File: src/rtl/riscv_dmem_arbiter.sv
// riscv_dmem_arbiter
// Two-master arbiter for a single-ported data memory. M0 is the CPU pipeline
// and normally wins; M1 is the debug/loader port. M1 is protected from
// starvation by a saturating denial counter. M1 can also hold the memory
// exclusively with a lock. Reads return one cycle after the address cycle,
// and the response is routed back to whichever master issued it.
module riscv_dmem_arbiter #(
  parameter int XLEN         = 32,
  parameter int ADDR_BIT     = 12,
  parameter int STARVE_LIMIT = 4
) (
  input  logic                i_clk,
  input  logic                i_rstn,

  // M0: CPU pipeline
  input  logic                i_m0_req,
  input  logic                i_m0_wr_en,
  input  logic [ADDR_BIT-1:0] i_m0_addr,
  input  logic [3:0]          i_m0_byte_sel,
  input  logic [XLEN-1:0]     i_m0_wr_data,
  output logic                o_m0_gnt,
  output logic                o_m0_rd_valid,
  output logic [XLEN-1:0]     o_m0_rd_data,

  // M1: debug / loader
  input  logic                i_m1_req,
  input  logic                i_m1_wr_en,
  input  logic                i_m1_lock,
  input  logic [ADDR_BIT-1:0] i_m1_addr,
  input  logic [3:0]          i_m1_byte_sel,
  input  logic [XLEN-1:0]     i_m1_wr_data,
  output logic                o_m1_gnt,
  output logic                o_m1_rd_valid,
  output logic [XLEN-1:0]     o_m1_rd_data,

  // Data memory
  output logic [ADDR_BIT-1:0] o_mem_addr,
  output logic                o_mem_wr_en,
  output logic [3:0]          o_mem_byte_sel,
  output logic [XLEN-1:0]     o_mem_wr_data,
  input  logic [XLEN-1:0]     i_mem_rd_data
);

  localparam logic [3:0] STARVE_MAX = 4'(STARVE_LIMIT);

  typedef enum logic {
    ARB   = 1'b0,  // normal priority arbitration
    LOCK1 = 1'b1   // M1 holds the memory exclusively
  } state_e;

  state_e     state_q, state_d;
  logic [3:0] starve_q, starve_d;
  logic       tag_valid_q, tag_valid_d;
  logic       tag_owner_q, tag_owner_d;  // 0 = M0, 1 = M1
  logic       gnt_m0, gnt_m1;

  // Grant decision, next FSM state, starvation count and read tag.
  always_comb begin
    // NOTE: every signal gets a default first, so no path through the
    // case/if tree can leave it unassigned and infer a latch.
    gnt_m0  = 1'b0;
    gnt_m1  = 1'b0;
    state_d = state_q;

    // While reset is low, no access may reach the memory.
    if (i_rstn) begin
      unique case (state_q)
        ARB: begin
          if (i_m1_req && (!i_m0_req || starve_q == STARVE_MAX)) begin
            gnt_m1 = 1'b1;
          end else if (i_m0_req) begin
            gnt_m0 = 1'b1;
          end
          if (gnt_m1 && i_m1_lock) state_d = LOCK1;
        end
        LOCK1: begin
          // The cycle that drops the lock is still arbitrated as locked.
          gnt_m1 = i_m1_req;
          if (!i_m1_lock) state_d = ARB;
        end
        default: state_d = ARB;
      endcase
    end

    if (i_m1_req && !gnt_m1) begin
      starve_d = (starve_q == STARVE_MAX) ? STARVE_MAX : starve_q + 4'd1;
    end else begin
      starve_d = 4'd0;
    end

    tag_valid_d = (gnt_m0 && !i_m0_wr_en) || (gnt_m1 && !i_m1_wr_en);
    tag_owner_d = gnt_m1;
  end

  // Route the granted master's fields to the memory port.
  always_comb begin
    o_mem_addr     = i_m0_addr;
    o_mem_wr_data  = i_m0_wr_data;
    o_mem_wr_en    = 1'b0;
    o_mem_byte_sel = 4'b0000;
    if (gnt_m1) begin
      o_mem_addr     = i_m1_addr;
      o_mem_wr_data  = i_m1_wr_data;
      o_mem_wr_en    = i_m1_wr_en;
      o_mem_byte_sel = i_m1_byte_sel;
    end else if (gnt_m0) begin
      o_mem_wr_en    = i_m0_wr_en;
      o_mem_byte_sel = i_m0_byte_sel;
    end
  end

  // State, starvation counter and read-tag registers.
  always_ff @(posedge i_clk) begin
    // NOTE: reset is synchronous, so i_rstn is tested inside the clocked
    // block and left out of the sensitivity list. State updates use
    // non-blocking assignments so every register samples pre-edge values.
    if (!i_rstn) begin
      state_q     <= ARB;
      starve_q    <= 4'd0;
      tag_valid_q <= 1'b0;
      tag_owner_q <= 1'b0;
    end else begin
      state_q     <= state_d;
      starve_q    <= starve_d;
      tag_valid_q <= tag_valid_d;
      tag_owner_q <= tag_owner_d;
    end
  end

  assign o_m0_gnt = gnt_m0;
  assign o_m1_gnt = gnt_m1;

  // A tag still pending while reset is held is discarded rather than delivered.
  assign o_m0_rd_valid = i_rstn && tag_valid_q && !tag_owner_q;
  assign o_m1_rd_valid = i_rstn && tag_valid_q &&  tag_owner_q;
  assign o_m0_rd_data  = i_mem_rd_data;
  assign o_m1_rd_data  = i_mem_rd_data;

endmodule

File: config.mk
export PLATFORM = sky130hd
export DESIGN_NAME = riscv_dmem_arbiter
export DESIGN_NICKNAME = d
export VERILOG_FILES = /design/src/rtl/riscv_dmem_arbiter.sv
export SDC_FILE = /design/constraint.sdc
export NUM_CORES = 1
export LEC_CHECK = 0
export BUFFER_PORTS_ARGS = -buffer_cell sky130_fd_sc_hd__buf_2
export CORE_AREA = 2 2 97 99
export CTS_BUF_LIST = sky130_fd_sc_hd__clkbuf_8
export CTS_CLUSTER_DIAMETER = 120
export DETAILED_ROUTE_END_ITERATION = 8
export DIE_AREA = 0 0 99 101
export PLACE_DENSITY = 0.65
export SETUP_SLACK_MARGIN = 0.02
export SYNTH_ARGS = -nofsm -noshare
export SYNTH_HDL_FRONTEND = slang
export SYNTH_SLANG_ARGS = --single-unit
File: constraint.sdc
create_clock -name i_clk -period 1.7 [get_ports i_clk]
set_input_delay 0.34 -clock i_clk [delete_from_list [all_inputs] [get_ports i_clk]]
set_output_delay 0.34 -clock i_clk [all_outputs]
set_load 0.1 [all_outputs]
# After elaboration in Yosys (flattened, before gate mapping)
# Index checks and enable logic that the tools add are counted.
# word_totals
mem_bits_ro	0
register_bits	7
mem_count	0
out_inout_bits	117
wordCells	46
latchBits	0
input_bits	135
mem_bits_rw	0
# op_classes
n_addsub	1
bitwise	3
n_mul	0
n_mux	19
n_reduce_logical	17
order_cmp	0
div	0
eq_ne	1
n_shift	0
# op_table
operator	n
$mux 32	1
$mux 1	12
$mux 12	1
$logic_and 1x1->1	8
$mux 4	2
$logic_not 1->1	5
$add 4x1->4 const B	1
$eq 4x3->1 const B	1
$pmux 1 s2	2
$mux 3	1
$not 1->1	3
$reduce_or 3->1	1
$logic_or 1x1->1	2
$reduce_and 2->1	1

# Depth between registers and ports, before layout
# Gate-level depths: netlist of run 1.
# depth
word_depth	12
depth_mapped	6
mapped_depth_nobuf	5

# Worst setup path after synthesis of run 1
# Ideal clock, no wire load.
# synth_path
path_type	register to output
start	register starve_q[0]
end	output port o_mem_byte_sel[0]
path_stages_with_launch	6
n_path_buf	0
slack_ps	-1128
t_arrival_ps	2488
required_ps	1360
path_cell_list	dfxtp_1 > inv_1 > ha_1 > and3b_1 > a21o_1 > o22ai_1
# synth_via
elab_chain_len	9
elab_cells_between_ends	13
cone_classes	eq/ne: 1; mux: 10; reduce/logical: 2
# synth_lines
item	line	rtl
from (decl)	52	logic [3:0] starve_q, starve_d;
from (signal assigned)	124	starve_q <= starve_d;
$eq 4x3->1 *	69	if (i_m1_req && (!i_m0_req || starve_q == STARVE_MAX)) begin
$logic_or 1x1->1 *	69	
$logic_and 1x1->1 *	69	
$mux 1	69	
$mux 1	67	unique case (state_q)
$mux 1	66	if (i_rstn) begin
$pmux 1 s2	67	
$mux 1	66	
$mux 4 *	101	if (gnt_m1) begin
to (decl)	39	output logic [3:0] o_mem_byte_sel,
# Mark *: on every way between the ends. The rest lies on a longest branch, timed or not. The select of a mux whose other input is x is not followed.

# Worst setup path in the final report of run 1
# layout_path
start	register starve_q[1]
end	output port o_mem_wr_data[4]
# layout_via
elab_chain_len	9
# layout_lines
item	line	rtl
$eq 4x3->1	69	
$logic_or 1x1->1	69	
$logic_and 1x1->1	69	
$mux 1	69	
$mux 1	67	
$mux 1	66	
$pmux 1 s2	67	
$mux 1	66	
$mux 32	101	
to (decl)	40	output logic [XLEN-1:0] o_mem_wr_data,
# No other way between the ends. The select of a mux whose other input is x is not followed.

==> results by group, run 1 <==
Global routing
  • Initial antenna violation count: 0
  • Vias in the first global route: 1698
  • GRT Resource Usage Total: 11.1%
  • GRT Residual Overflow: 0
  • Largest net degree at the start of global routing: 16
  • First-pass GRT wire length: 8740 um

STA
  • Setup TNS: -23240 ps
  • Hold slack final: 334 ps
  • Final hold vios: 0
  • Setup ws final: -491 ps
  • Final Cycle Share: 129%
  • Least-Margin Pin Slew: 213 ps
  • Fin. max-slew vios: 0
  • RSZ-0062 raised after global routing: true
  • Endpoints failing setup: 51
  • Final min period: 2190 ps
  • Clk_skew: 3.10 ps
  • Max-slew headroom: 85.8%
  • F_max: 0.456 GHz

Worst setup path
  • CP Data Required Time: 1360 ps
  • Crit path cell chain: inv_2 -> ha_4 -> nand3b_1 -> a21oi_4 -> buf_4 -> clkbuf_16 -> mux2_4 -> buf_12
  • Buf/Inv on CP: 4
  • Crit-path max FO: 6
  • Worst setup SP type: flop
  • CP peak stage delay: 310 ps
  • Critical path capture point type: output pin
  • Crit-path slowest cell: dfxtp_2
  • Worst path arrival time: 1850 ps
  • Critical path's top delay family: buffers and inverters
  • Worst Setup Path Type: flop to output pin
  • R2R setup slack: 120 ps

Pwr
  • Total Power: 1.89 mW
  • Peak supply drop: 0.000227 V
  • Power Density: 596 mW/mm2
  • Leak: 1.54 nW

CTS
  • Root Buffer: clkbuf_8
  • CTS clock-pin slew for the worst setup and hold paths: 40 ps
  • CTS Buf Count: 3
  • Clk buf depth: 2
  • CTS tree: done
  • H-Tree Depth: 1
  • CTS Hold Bufs: 0
  • Clk_lat worst skew: 220 ps
  • Clock Sinks: 7

Die
  • Die width: 99 um
  • Rows: 35
  • Initial Utilization: 16.0%
  • Core area: 0.00898 mm2
  • Die Ht: 101 um
  • Boundary pin count: 252
  • DIE AREA: 0.0100 mm2

Job
  • Max-cap viol count: 0

Finish
  • FF/Latch Area: 143 um2
  • Post-layout nets: 424
  • Area of the multi-input gates: 0.00101 mm2
  • Area Growth Syn to Fin: 120%
  • Final Cell Area: 0.00317 mm2
  • Filler cells: 885
  • ANT cells: 0
  • Fraction of final layout cells sized beyond drive strength 1: 86.0%

Logic synthesis
  • Synth unique cells: 26
  • Synth Net Count: 306
  • Synthesis-stage register bit count: 7
  • Synth Instances: 169
  • Synth Cell Area: 0.00144 mm2
  • Ranking of synthesized cells by area: buf_4, mux2_2, dfxtp_1
  • Synth Warn #: 0
  • Post-synth ARST share: 0%
  • Synth Area per Inst: 8.51 um2
  • Synth top area share: 33.4%
  • Sequential area share after synthesis: 9.74%
  • Cell with the most instances after synthesis: buf_4
  • Ys flop type: dfxtp_1
  • Post-synth EDFFs: 0
  • Post-synth top cells: buf_4, mux2_2, nand2_1, dfxtp_1, nor2_1
  • Area leader, netlist: buf_4

Routing
  • Initial DRC count: 10
  • Post-DR vias/cell: 3.92
  • Via count: 1558
  • Post-DRT Antenna Nets: 0
  • Final WL: 5830 um
  • Drt wl/cell: 14.7 um
  • Drt drc: 0
  • Iteration count of the initial detailed-routing pass: 2

Placement
  • DP HPWL: 5180 um
  • Setup WS pre-CTS: -370 ps
  • Area after DPL: 0.00299 mm2
  • GPL Wtd Cong: 0.728
  • I/O Buffers: 155

Min path
  • Worst hold path class: primary input to flop

Outcome
  • Failing checks: negative setup slack
  • Status: complete, but fails checks
==> registers in the layout, summed over array words and instances (netlist names) <==
signal       flops
state_q          1
tag_owner_q      1
tag_valid_q      1
starve_q         4
==> final timing paths <==
path,startpoint,endpoint,depth (start not counted)
setup / recovery,starve_q[1],o_mem_wr_data[4],8
hold / removal,i_m1_wr_en,tag_valid_q,2
setup reg to reg,starve_q[1],starve_q[2],6
hold reg to reg,starve_q[0],starve_q[0],2
==> where the power goes <==
part	total [mW]	leakage [nW]	internal [mW]	switching, mW
registers	0.173	0.0579	0.170	0.00295
logic	1.49	1.45	0.593	0.894
clock network	0.228	0.0269	0.156	0.0716
total	1.89	1.54	0.919	0.968
==> area by class of cell <==
cell class                 count  share of cell area (%)
clock buffer                   3                    1.30
clock inverter                 1                   0.118
inverter                       5                   0.592
multi-input combinational     88                    31.8
sequential                     7                    4.50
tap                          111                    4.38
timing repair buffer         182                    57.3
==> placed cells by master, fill, tap and decap left out, drive strengths merged, types with 2 or more instances in the layout <==
cell type    n
nor2         6
o22ai        5
ha           2
dfxtp        7
inv          6
clkbuf       4
a21oi        4
nand2       13
buf        181
mux2        44
nand2b       2
==> through the flow <==
stage                     util (%)  instances
after floorplan                  -        169
after global placement        33.4        388
after detailed placement      33.4        388
after CTS                     34.9        395
after global routing          35.3        397
final                         35.3        397
==> routing by layer <==
metal	wire length [um]	global-route usage [%]	vias up
li1	-	-	740
met1	2270	12.9	684
met2	2780	18.8	130
met3	753	5.27	4
met4	26	1.90	0
met5	0	0	-
==> cell families (layout without fill, tap and decap cells) <==
kind of cell | Yosys count | after routing | share of synthesized area, %
adders and majority gates | 2 | 2 | 1.74
xor gates and xnor gates | 1 | 1 | 0.609
DFF | 7 | 7 | 9.74
AOI/OAI and AO/OA | 13 | 13 | 6.35
buffers and inverters | 74 | 191 | 38.1
and+or+nand+nor | 28 | 28 | 9.04
muxes | 44 | 44 | 34.4
==> worst register-to-register path: cells and delay by family, from the launching register on <==
kind                       cells  cell delay [ps]
and+or+nand+nor                3              870
DFF                            1              320
buffers and inverters          2              170
adders and majority gates      1              150
==> timing repair <==
item,4_1_cts,5_1_grt
cloned,0,1
setup buffers,3,1
gates resized for setup,20,1
endpoints found under the hold margin,0,0
pin swaps,3,2
setup endpoints to repair,51,51
Power figures use the tool's default switching activity.
==> run 2, diff against run 1 <==
--- a/config.mk
+++ b/config.mk
@@ -5,12 +5,14 @@
 export SDC_FILE = /design/constraint.sdc
 export NUM_CORES = 1
 export LEC_CHECK = 0
+export ABC_CLOCK_PERIOD_IN_PS = 1700
 export BUFFER_PORTS_ARGS = -buffer_cell sky130_fd_sc_hd__buf_2
 export CORE_AREA = 2 2 97 99
 export CTS_BUF_LIST = sky130_fd_sc_hd__clkbuf_8
 export CTS_CLUSTER_DIAMETER = 120
 export DETAILED_ROUTE_END_ITERATION = 8
 export DIE_AREA = 0 0 99 101
+export GPL_TIMING_DRIVEN = 0
 export PLACE_DENSITY = 0.65
 export SETUP_SLACK_MARGIN = 0.02
 export SYNTH_ARGS = -nofsm -noshare
==> run 2 against run 1 <==
Compared with the run above:
- the flow still finishes with violations (negative setup slack)
- non-clock buffer count up 117
- utilization up 8.7 points
- largest cell class unchanged
- largest power group unchanged
- critical endpoint is now o_mem_byte_sel[2]
- sequential share of layout area shrank 0.89 points
- first-iteration DRC count increased by 90%
- cell area increased by 25%
- critical path depth stayed put
==> results by group, run 2 (synthesized netlist as in run 1, its figures left out) <==
Outcome
  • Status: complete, but fails checks
  • Failing checks: negative setup slack

Routing
  • Initial DRC count: 19
  • Drt drc: 0
  • Final WL: 7500 um
  • Via count: 1986
  • Post-DR vias/cell: 3.86
  • Drt wl/cell: 14.6 um
  • Post-DRT Antenna Nets: 0
  • Iteration count of the initial detailed-routing pass: 4

Finish
  • Max reg flops: 4
  • Area Growth Syn to Fin: 174%
  • Final Cell Area: 0.00395 mm2
  • Filler cells: 827
  • Largest Register: starve_q
  • Fraction of final layout cells sized beyond drive strength 1: 90.6%
  • Count of non-filler cells in the finished layout: 514
  • Commonest non-fill, non-tap cell in the layout: buf_2
  • ANT cells: 0
  • Most frequent cells in the layout: buf_2, buf_4, buf_12
  • Post-layout nets: 541

CTS
  • H-Tree Depth: 1
  • CTS Hold Bufs: 0
  • CTS Buf Count: 3
  • Root Buffer: clkbuf_8
  • Clk buf depth: 2
  • Clock Sinks: 7
  • Clk_lat worst skew: 230 ps
  • CTS tree: done
  • CTS clock-pin slew for the worst setup and hold paths: 40 ps

Placement
  • Setup WS pre-CTS: -697 ps
  • Area after DPL: 0.00294 mm2
  • I/O Buffers: 219
  • GPL Wtd Cong: 0.766
  • DP HPWL: 5740 um
  • Placed Cells: 499

STA
  • Fin. max-slew vios: 0
  • RSZ-0062 raised after global routing: true
  • Final hold vios: 0
  • Final Cycle Share: 130%
  • Clk_skew: 3.24 ps
  • Setup ws final: -513 ps
  • Hold slack final: 331 ps
  • Endpoints failing setup: 51
  • Setup TNS: -24620 ps
  • F_max: 0.452 GHz
  • Final min period: 2210 ps
  • Least-Margin Pin Slew: 498 ps
  • Max-slew headroom: 67.0%

Worst setup path
  • CP startpoint: starve_q[1]
  • Worst Setup Path Type: flop to output pin
  • Worst setup SP type: flop
  • Worst-case reg-to-reg path depth: 7
  • RR Endpoint: starve_q[2]
  • FF-to-FF Start: starve_q[1]
  • Critical path capture point type: output pin
  • CP Capture Point: o_mem_byte_sel[2]
  • Crit-path max FO: 7
  • R2R setup slack: 70 ps
  • Worst path arrival time: 1870 ps
  • CP Data Required Time: 1360 ps

Pwr
  • Peak supply drop: 0.000395 V
  • Power Density: 682 mW/mm2
  • Leak: 2.08 nW

Global routing
  • Global routing usage on met2: 25.8%
  • First-pass GRT wire length: 10500 um
  • M3 GR Usage: 2.15%
  • GRT busiest layer: met2
  • Vias in the first global route: 2012
  • GRT Resource Usage Total: 13.2%
  • GRT Residual Overflow: 0
  • Global Route met1 Usage: 15.6%
  • Initial antenna violation count: 0
  • Largest net degree at the start of global routing: 11

Die
  • Die width: 99 um
  • DIE AREA: 0.0100 mm2
  • Die Ht: 101 um
  • Initial Utilization: 16.0%
  • Boundary pin count: 252
  • Core area: 0.00898 mm2
  • Rows: 35

Job
  • Max-cap viol count: 0

Min path
  • Worst hold path class: primary input to flop
-- run 2: layer usage --
layer	part of all wire (%)	routed length [um]	vias to the layer above
li1	-	-	973
met1	37	2750	916
met2	56	4220	95
met3	6.8	512	2
met4	0.19	14	0
met5	0	0	-
-- run 2: timing repair --
action | in CTS | in global routing
cloned | 0 | 0
gates resized for setup | 220 | 3
setup endpoints to repair | 53 | 51
pin swaps | 3 | 2
buffers inserted | 7 | 4
hold endpoints to repair | 0 | 0
-- run 2: worst min path at each step --
stage	startpoint	endpoint	slack, ps	cells after the start
2_1_floorplan	starve_q[0]	starve_q[0]	420	1
6_report	i_m1_wr_en	tag_valid_q	330	2
3_3_place_gp	starve_q[0]	starve_q[0]	430	1
5_1_grt	i_m1_wr_en	tag_valid_q	350	2
3_5_place_dp	starve_q[0]	starve_q[0]	450	1
4_1_cts	i_m1_wr_en	tag_valid_q	320	2
-- run 2: stage by stage --
step	utilization, %	total power, mW
after floorplan	-	1.79
after global placement	32.8	2.07
after detailed placement	32.8	2.08
after CTS	43.4	2.68
after global routing	44.0	2.77
final	44.0	2.69
-- run 2: power by group --
part / internal, mW / total, mW / leakage, nW / switching [mW]
clock: 0.156 / 0.233 / 0.0269 / 0.0763
combinational: 0.746 / 2.29 / 1.99 / 1.54
sequential: 0.170 / 0.173 / 0.0579 / 0.00274
total: 1.07 / 2.69 / 2.08 / 1.62
-- run 2: worst max-delay path, stage by stage, from the launching register on --
cell and delay, ps:
dfxtp_2 330, inv_2 40, ha_4 150, buf_4 120, buf_6 100, and3b_2 220
a21o_4 280, o22ai_4 200, buf_12 190
-- run 2: area by class of cell --
| class | instances | area (um2) | share of cell area (%) |
|---|---|---|---|
| repair buffers | 230 | 1990 | 50.5 |
| multi-input cells | 88 | 1040 | 26.4 |
| plain buffers | 69 | 566 | 14.3 |
| flip-flops and latches | 7 | 143 | 3.61 |
| well taps | 111 | 139 | 3.52 |
| clock buffers | 3 | 41.3 | 1.05 |
| inverters | 5 | 18.8 | 0.475 |
| clock inverters | 1 | 3.75 | 0.0951 |
